## src/rtl/sevenseg_scan_driver.sv

```systemverilog
// Multiplexed hex seven-segment scan driver with frame-synchronous data update.
// Optional blink feature enabled by defining SEVENSEG_BLINK_EN.
module sevenseg_scan_driver #(
  parameter int unsigned NUM_DIGITS   = 4,
  parameter int unsigned PRESCALE     = 50000,
  parameter int unsigned BLINK_FRAMES = 64
) (
  input  logic                    clk,
  input  logic                    rst,
  input  logic [4*NUM_DIGITS-1:0] value,
  input  logic [NUM_DIGITS-1:0]   dp_in,
  input  logic                    load,
  input  logic                    blank_lz,
  input  logic [NUM_DIGITS-1:0]   blink_in,
  output logic [6:0]              seg,
  output logic                    dp,
  output logic [NUM_DIGITS-1:0]   an,
  output logic                    frame
);

  localparam int unsigned PW = $clog2(PRESCALE);
  localparam int unsigned IW = (NUM_DIGITS > 1) ? $clog2(NUM_DIGITS) : 1;

  logic [PW-1:0]           pcnt;
  logic [IW-1:0]           idx;
  logic                    tc, boundary, wrapped;
  logic [4*NUM_DIGITS-1:0] shadow_val, pend_val;
  logic [NUM_DIGITS-1:0]   shadow_dp, pend_dp;
  logic                    pend;
  logic [NUM_DIGITS-1:0]   blink_mask;

  logic [6:0]            seg_n;
  logic                  dp_n;
  logic [NUM_DIGITS-1:0] an_n;
  logic [NUM_DIGITS-1:0] lz;
  logic [3:0]            sel_nib;
  logic                  sel_dp, sel_lz, sel_blink, run;

  assign tc       = (pcnt == PW'(PRESCALE - 1));
  assign boundary = tc && (idx == IW'(NUM_DIGITS - 1));

`ifdef SEVENSEG_BLINK_EN
  localparam int unsigned FW = (BLINK_FRAMES > 1) ? $clog2(BLINK_FRAMES) : 1;

  logic [NUM_DIGITS-1:0] shadow_blink, pend_blink;
  logic [FW-1:0]         fcnt;
  logic                  blink_phase;

  assign blink_mask = blink_phase ? shadow_blink : '0;

  always_ff @(posedge clk) begin
    if (rst) begin
      shadow_blink <= '0;
      pend_blink   <= '0;
      fcnt         <= '0;
      blink_phase  <= 1'b0;
    end else begin
      if (load) pend_blink <= blink_in;
      if (boundary) begin
        if (load)      shadow_blink <= blink_in;
        else if (pend) shadow_blink <= pend_blink;
        if (fcnt == FW'(BLINK_FRAMES - 1)) begin
          fcnt        <= '0;
          blink_phase <= ~blink_phase;
        end else begin
          fcnt <= fcnt + 1'b1;
        end
      end
    end
  end
`else
  logic unused_blink;
  assign unused_blink = ^blink_in;
  assign blink_mask   = '0;
`endif

  always_ff @(posedge clk) begin
    if (rst) begin
      pcnt       <= '0;
      idx        <= '0;
      wrapped    <= 1'b0;
      frame      <= 1'b0;
      seg        <= '1;
      dp         <= 1'b1;
      an         <= '1;
      shadow_val <= '0;
      shadow_dp  <= '0;
      pend_val   <= '0;
      pend_dp    <= '0;
      pend       <= 1'b0;
    end else begin
      pcnt <= tc ? '0 : pcnt + 1'b1;
      if (tc) idx <= boundary ? '0 : idx + 1'b1;
      // an moves to digit 0 one clock after the boundary, so frame is delayed to match
      wrapped <= boundary;
      frame   <= wrapped;
      seg     <= seg_n;
      dp      <= dp_n;
      an      <= an_n;
      if (load) begin
        pend_val <= value;
        pend_dp  <= dp_in;
      end
      if (boundary) begin
        if (load) begin
          shadow_val <= value;
          shadow_dp  <= dp_in;
        end else if (pend) begin
          shadow_val <= pend_val;
          shadow_dp  <= pend_dp;
        end
        pend <= 1'b0;
      end else if (load) begin
        pend <= 1'b1;
      end
    end
  end

  always_comb begin
    sel_nib   = '0;
    sel_dp    = 1'b0;
    sel_lz    = 1'b0;
    sel_blink = 1'b0;
    an_n      = '1;
    lz        = '0;
    run       = 1'b1;
    // lz[k] is set when nibbles k..NUM_DIGITS-1 are all zero
    for (int unsigned j = 0; j < NUM_DIGITS; j++) begin
      run = run && (shadow_val[4*(NUM_DIGITS-1-j) +: 4] == 4'h0);
      lz[NUM_DIGITS-1-j] = run;
    end
    for (int unsigned i = 0; i < NUM_DIGITS; i++) begin
      if (idx == IW'(i)) begin
        sel_nib   = shadow_val[4*i +: 4];
        sel_dp    = shadow_dp[i];
        sel_lz    = lz[i];
        sel_blink = blink_mask[i];
        an_n[i]   = 1'b0;
      end
    end
    case (sel_nib)
      4'h0: seg_n = 7'b1000000;
      4'h1: seg_n = 7'b1111001;
      4'h2: seg_n = 7'b0100100;
      4'h3: seg_n = 7'b0110000;
      4'h4: seg_n = 7'b0011001;
      4'h5: seg_n = 7'b0010010;
      4'h6: seg_n = 7'b0000010;
      4'h7: seg_n = 7'b1111000;
      4'h8: seg_n = 7'b0000000;
      4'h9: seg_n = 7'b0010000;
      4'hA: seg_n = 7'b0001000;
      4'hB: seg_n = 7'b0000011;
      4'hC: seg_n = 7'b1000110;
      4'hD: seg_n = 7'b0100001;
      4'hE: seg_n = 7'b0000110;
      default: seg_n = 7'b0001110;
    endcase
    dp_n = ~sel_dp;
    if (blank_lz && (idx != '0) && sel_lz) seg_n = '1;
    if (sel_blink) begin
      seg_n = '1;
      dp_n  = 1'b1;
    end
  end

endmodule

```

## config.mk

```make
export PLATFORM = sky130hd
export DESIGN_NAME = sevenseg_scan_driver
export DESIGN_NICKNAME = d
export VERILOG_FILES = /design/src/rtl/sevenseg_scan_driver.sv
export SDC_FILE = /design/constraint.sdc
export NUM_CORES = 1
export LEC_CHECK = 0
export CORE_ASPECT_RATIO = 2
export CORE_UTILIZATION = 40
export DETAILED_ROUTE_END_ITERATION = 10
export SYNTH_ARGS = -nofsm -noshare
export SYNTH_HDL_FRONTEND = slang
export SYNTH_SLANG_ARGS = --single-unit
```

## constraint.sdc

```tcl
create_clock -name clk -period 6.4 [get_ports clk]
set_input_delay 1.28 -clock clk [delete_from_list [all_inputs] [get_ports clk]]
set_output_delay 1.28 -clock clk [all_outputs]
set_load 0.02 [all_outputs]
```

# Yosys cells after proc, flatten, opt, wreduce, memory -nomap -nowiden
# Memory sizes are Yosys's and may differ from the RTL's. A register that Yosys moved wholly into a read port is not among the register bits.
# Cells that the tools add are included.
dict set report word_totals {
  register_bits 66
  romBits 112
  in_bits 28
  word_cells 57
  n_memories 1
  out_inout_bits 13
}
dict set report op_classes {
  reduce_logical 17
  addsub 2
  n_eq_ne 4
  n_mux 21
  bitwise_logic 1
}
# memory words word_bits rd rd_clocked_by_memory_dff write_ports line
set mem_list {}
lappend mem_list {{(name not given)} 16 7 1 1 0 141} ;# case (sel_nib)
# operator count
set ops {}
lappend ops {{16-bit 2-to-1 mux} 2}
lappend ops {{4-bit 2-to-1 mux} 6}
lappend ops {{16-bit by 1-bit adder with 16-bit output (second input constant)} 1}
lappend ops {{16-bit == test (second input constant)} 1}
lappend ops {{4-bit zero test} 4}
lappend ops {{1-bit 2-to-1 mux} 12}
lappend ops {{1-bit logical AND} 6}
lappend ops {{2-bit OR reduction} 3}
lappend ops {{2-bit == test (second input constant)} 2}
lappend ops {{2-bit nonzero test} 2}
lappend ops {{2-bit by 1-bit adder with 2-bit output (second input constant)} 1}
lappend ops {{2-bit by 1-bit == test with 1-bit output (second input constant)} 1}
lappend ops {{2-bit zero test} 1}
lappend ops {{2-bit 2-to-1 mux} 1}
lappend ops {{2-bit AND reduction} 1}
lappend ops {{1-bit NOT} 1}

# Longest topological paths before layout
dict set report logic_depth {
  depth_word 10
  depth_mapped 10
  ltp_nobuf 10
}

# Worst setup path after synthesis
# OpenSTA, ideal clock, no wires.
dict set report synth_timing {
  path_type {input -> register}
  startpoint {input load}
  endpoint {register shadow_dp[3]}
  path_stages 3
  t_required_ps 6255
  setup_ps 145
  path_buffers 1
  slack_ps 4156
  arrival_time_ps 2100
  path_cell_list {buf_1 -> mux2i_1 -> a211oi_2}
}
dict set report synth_between {
  elab_chain_len 2
  elab_cells_between_ends 3
  classes_between {mux: 1; reduce/logical: 2}
}
# item line
set synth_rtl {}
lappend synth_rtl {{start: declaration} 12} ;# input logic load,
lappend synth_rtl {{2-bit nonzero test (no line)} -}
lappend synth_rtl {{2-bit AND reduction (no line)} -}
lappend synth_rtl {{end signal: assignment} 107} ;# shadow_dp <= dp_in;
lappend synth_rtl {{end signal: assignment} 110} ;# shadow_dp <= pend_dp;
lappend synth_rtl {{end: declaration} 28} ;# logic [NUM_DIGITS-1:0] shadow_dp, pend_dp;
# Parallel ways exist; a longest one is shown, timed or not.
# A chain may end at the register's enable or synchronous reset.

# Worst setup path after layout
dict set report layout_timing {
  startpoint {input load}
  endpoint {register shadow_val[6]}
}
dict set report layout_between {
  elab_chain_len 2
  elab_cells_between_ends 3
  classes_between {mux: 1; reduce/logical: 2}
}
# item line
set layout_rtl {}
lappend layout_rtl {{2-bit nonzero test (no line)} -}
lappend layout_rtl {{2-bit AND reduction (no line)} -}
lappend layout_rtl {{end signal: assignment} 106} ;# shadow_val <= value;
lappend layout_rtl {{end signal: assignment} 109} ;# shadow_val <= pend_val;
lappend layout_rtl {{end: declaration} 27} ;# logic [4*NUM_DIGITS-1:0] shadow_val, pend_val;
# Parallel ways exist; a longest one is shown, timed or not.

==> impl_metrics.py <==
metrics = {
    "outcome": {
        "outcome": "complete, no violations",
    },
    "timing": {
        "clock-skew-final_ps": 6.187,
        "final_setup_violation_count": 0,
        "rsz0062_at_grt": "no",
        "clock.fmax_mhz": 339.4,
        "worst_margin_pin_slew_ps": 633.5,
        "final_critical_period_ps": 2947,
        "setup_total_negative_slack_ps": 0,
        "timing_max_transition_violations_final": 0,
        "worst_slack_ps": 3453,
        "finalHoldViolations": 0,
        "post-route-period-util_pct": 46.04,
        "timing.slew.headroom_pct": 57.77,
    },
    "synth": {
        "synthDistinctLibCells": 41,
        "most_common_cell_in_the_netlist": "sky130_fd_sc_hd__dfxtp_1",
        "netlist_area_um2": 3154,
        "synthesized_flop_and_latch_total": 73,
        "synth_cells": 323,
        "synth.largest_area_cell": "sky130_fd_sc_hd__dfxtp_1",
        "netlist_top_cells_area": "sky130_fd_sc_hd__dfxtp_1 (46%), sky130_fd_sc_hd__nor2_1 (8.2%), sky130_fd_sc_hd__a211oi_2 (7.9%)",
        "syn-mean-instance-area_um2": 9.766,
        "synth.yosys.seq_area_share_pct": 46.33,
        "synth_enable_flop_cells": 0,
        "share_of_yosys_cell_area_claimed_by_the_top_area_cell_type_pct": 46.33,
        "yosys_most_used_dff": "sky130_fd_sc_hd__dfxtp_1",
        "synth-async-reset-ratio_pct": 0,
        "synthesis.yosys.warnings": 0,
        "synth.net_count": 362,
        "ys_top_cells_by_count": "sky130_fd_sc_hd__dfxtp_1 (73), sky130_fd_sc_hd__nor2_1 (69), sky130_fd_sc_hd__mux2i_1 (22)",
    },
    "pwr": {
        "p_clk_share_pct": 44.9,
        "p_comb_share_pct": 5.8,
        "static-leakage-power_nw": 1.431,
        "netSwitchingFraction_pct": 20.41,
        "relative_contribution_of_sequential_cells_to_total_power_pct": 49.4,
        "report.power.total_uw": 953.8,
        "intPower_uw": 759.1,
        "power.switching_uw": 194.6,
        "cellPowerDensity_nw_per_um2": 250.1,
        "worst_ir_drop_vdd_mv": 0.1375,
    },
    "route": {
        "first_pass_iteration_count_of_the_detailed_router": 4,
        "vias_per_cell": 4.996,
        "detail-route-antenna-nets": 0,
        "first_iter_violations": 89,
        "detail_route.wl_per_cell_um": 13.17,
        "num_vias": 2263,
        "total_wire_length_after_detailed_routing_um": 5967,
        "detail_route.drc_violations": 0,
    },
    "final_layout": {
        "drive_gt1_share_pct": 11.42,
        "syn2layout_area_growth_pct": 20.90,
        "fin_cells": 453,
        "diodes": 0,
        "finalNetCount": 396,
        "fillers": 732,
        "fin_area_um2": 3814,
    },
    "flow_run": {
        "drv.max_cap_violation_count": 0,
    },
    "clocking": {
        "cts_hold_buffers": 0,
        "ctsLongestPathBuffers": 2,
        "tritoncts_num_sinks": 73,
        "cts_buffer_count": 9,
        "ctsHtreeMaxLevel": 3,
        "post_cts_resize_count": 0,
        "worst_skew_pair.late_latency_ps": 330,
        "clock_transition_at_the_registers_of_the_reported_paths_ps": 50,
        "cts_post_setup_buffers_inserted": 0,
        "cts_tree": "yes",
        "clockRootBuffer": "sky130_fd_sc_hd__clkbuf_16",
    },
    "floorplanning": {
        "design.core.area_um2": 7601,
        "die_y_um": 127.6,
        "io-pin-count": 41,
        "design.die.area_um2": 8266,
        "num_rows": 45,
        "chipWidth_um": 64.79,
        "initial_core_utilization_pct": 41.50,
    },
    "place": {
        "placedCellCount": 440,
        "dp_slack_ps": 3100,
        "placed_area_um2": 3562,
        "gp_congestion": 0.8286,
        "port_bufs": 36,
        "post-dp-hpwl_um": 4188,
    },
    "global_routing": {
        "grt.overflow.total": 0,
        "grt_pass1_vias": 2197,
        "grt_pass1_wl_um": 10060,
        "global_route_usage_over_all_layers_pct": 16.05,
        "grt_antenna_before_repair": 0,
        "grt_max_degree": 52,
    },
    "setup_path": {
        "slowest_delay_ps": 450,
        "worst-endpoint-required_ps": 6640,
        "worst_ep_arrival_time_ps": 3190,
        "series_of_cell_instances_along_the_critical_path": "clkdlybuf4s50_1 > buf_4 > nor2_1 > nor3b_4 > buf_4 > nor2_1 > a211oi_2",
        "crit-reg2reg-launch": "idx[0]",
        "worst_setup_path_startpoint": "load",
        "critical_path.endpoint_type": "flip-flop",
        "start_kind": "input pin",
        "crit_fanout": 40,
        "worst-setup-path-type": "in -> reg",
        "crit_path_top_delay_cell": "sky130_fd_sc_hd__clkdlybuf4s50_1",
    },
    "worst_hold_path": {
        "min_from": "wrapped",
        "holdCritPathClass": "reg -> reg",
    },
}
==> worst max-delay path, delay by kind of cell <==
family / cells / cell delay, ps
buffers and inverters: 3 / 1230
AO/OA/AOI/OAI: 1 / 210
AND/OR/NAND/NOR: 3 / 450
==> metal layers <==
metal | routed length (µm) | global-route usage [%] | up-vias
met5 | 0 | 0 | -
met4 | 78 | 9.020 | 0
met3 | 162 | 3.482 | 6
met2 | 3347 | 29.17 | 30
met1 | 2378 | 16.32 | 1056
li1 | - | - | 1171
==> cell usage in the layout (no fill, tap or decap), types with 2 or more instances in the layout <==
cell type                         netlist  routed
sky130_fd_sc_hd__dfxtp_1               73      73
sky130_fd_sc_hd__nor2_1                69      69
sky130_fd_sc_hd__clkdlybuf4s50_1        0      35
sky130_fd_sc_hd__mux2i_1               22      22
sky130_fd_sc_hd__a211oi_2              20      20
sky130_fd_sc_hd__nand2_1               15      15
sky130_fd_sc_hd__ha_1                  11      11
sky130_fd_sc_hd__inv_1                 10      10
sky130_fd_sc_hd__nand2b_1               9       9
sky130_fd_sc_hd__a21oi_1                9       9
sky130_fd_sc_hd__clkbuf_16              0       9
sky130_fd_sc_hd__nand3_1                8       8
sky130_fd_sc_hd__xor2_1                 7       7
sky130_fd_sc_hd__xnor2_1                7       7
sky130_fd_sc_hd__nand3b_1               5       5
sky130_fd_sc_hd__and3_1                 5       5
sky130_fd_sc_hd__buf_4                  3       4
sky130_fd_sc_hd__nor2b_1                3       3
sky130_fd_sc_hd__nor4_1                 3       3
sky130_fd_sc_hd__o21ai_0                3       3
sky130_fd_sc_hd__nand4_1                3       3
sky130_fd_sc_hd__a31oi_1                2       2
sky130_fd_sc_hd__nor3b_1                2       2
sky130_fd_sc_hd__o221ai_1               2       2
sky130_fd_sc_hd__o211ai_1               2       2
sky130_fd_sc_hd__a211oi_1               2       2
sky130_fd_sc_hd__and4bb_2               2       2
sky130_fd_sc_hd__clkbuf_1               5       2
==> registers in the layout, summed over array words and instances, names as in the netlist <==
| signal | flops |
|---|---|
| idx | 2 |
| shadow_val | 16 |
| wrapped | 1 |
| frame | 1 |
| pend_dp | 4 |
| dp | 1 |
| pend | 1 |
| shadow_dp | 4 |
| pend_val | 16 |
| an | 4 |
| pcnt | 16 |
| seg | 7 |
==> cells by family after synthesis <==
family,count (synthesis),share of synthesized area (%)
AOI/OAI and AO/OA,46,13.25
xor gates and xnor gates,14,3.887
adders and majority gates,11,4.363
buffers and inverters,27,4.205
DFF,73,46.33
muxes,22,6.981
and+or+nand+nor,130,20.98
==> power groups by stage <==
stage	combinational (mW)	clock (mW)	sequential, mW
2_1_floorplan	0.0281	0	0.483
3_3_place_gp	0.0555	0	0.480
3_5_place_dp	0.0561	0	0.480
4_1_cts	0.0562	0.442	0.471
5_1_grt	0.0602	0.461	0.471
6_report	0.0550	0.428	0.471
==> through the flow <==
| step | utilization [%] | hold WS [ps] |
|---|---|---|
| 6_report | 50.17 | 460.3 |
| 5_1_grt | 50.17 | 473.8 |
| 4_1_cts | 50.17 | 468.2 |
| 3_5_place_dp | 46.86 | 451.1 |
| 3_3_place_gp | 46.86 | 440.1 |
| 2_1_floorplan | - | 413.8 |
==> cell type report <==
class                   instances  area, µm²  area share, %
flip-flops and latches         73       1461          38.32
clock buffers                  12      246.5          6.463
well taps                      94      117.6          3.084
inverters                      10      37.54         0.9843
multi-input cells             223       1560          40.91
clock inverters                 1      5.005         0.1312
repair buffers                 40      385.4          10.10
==> final timing paths <==
path | end | cells past startpoint | slack (ps)
worst min register to register | frame | 1 | 460
worst min-delay path | frame | 1 | 460
worst max-delay path | shadow_val[6] | 7 | 3450
worst max register to register | seg[3] | 8 | 3720
(Power assumes the default switching activity.)
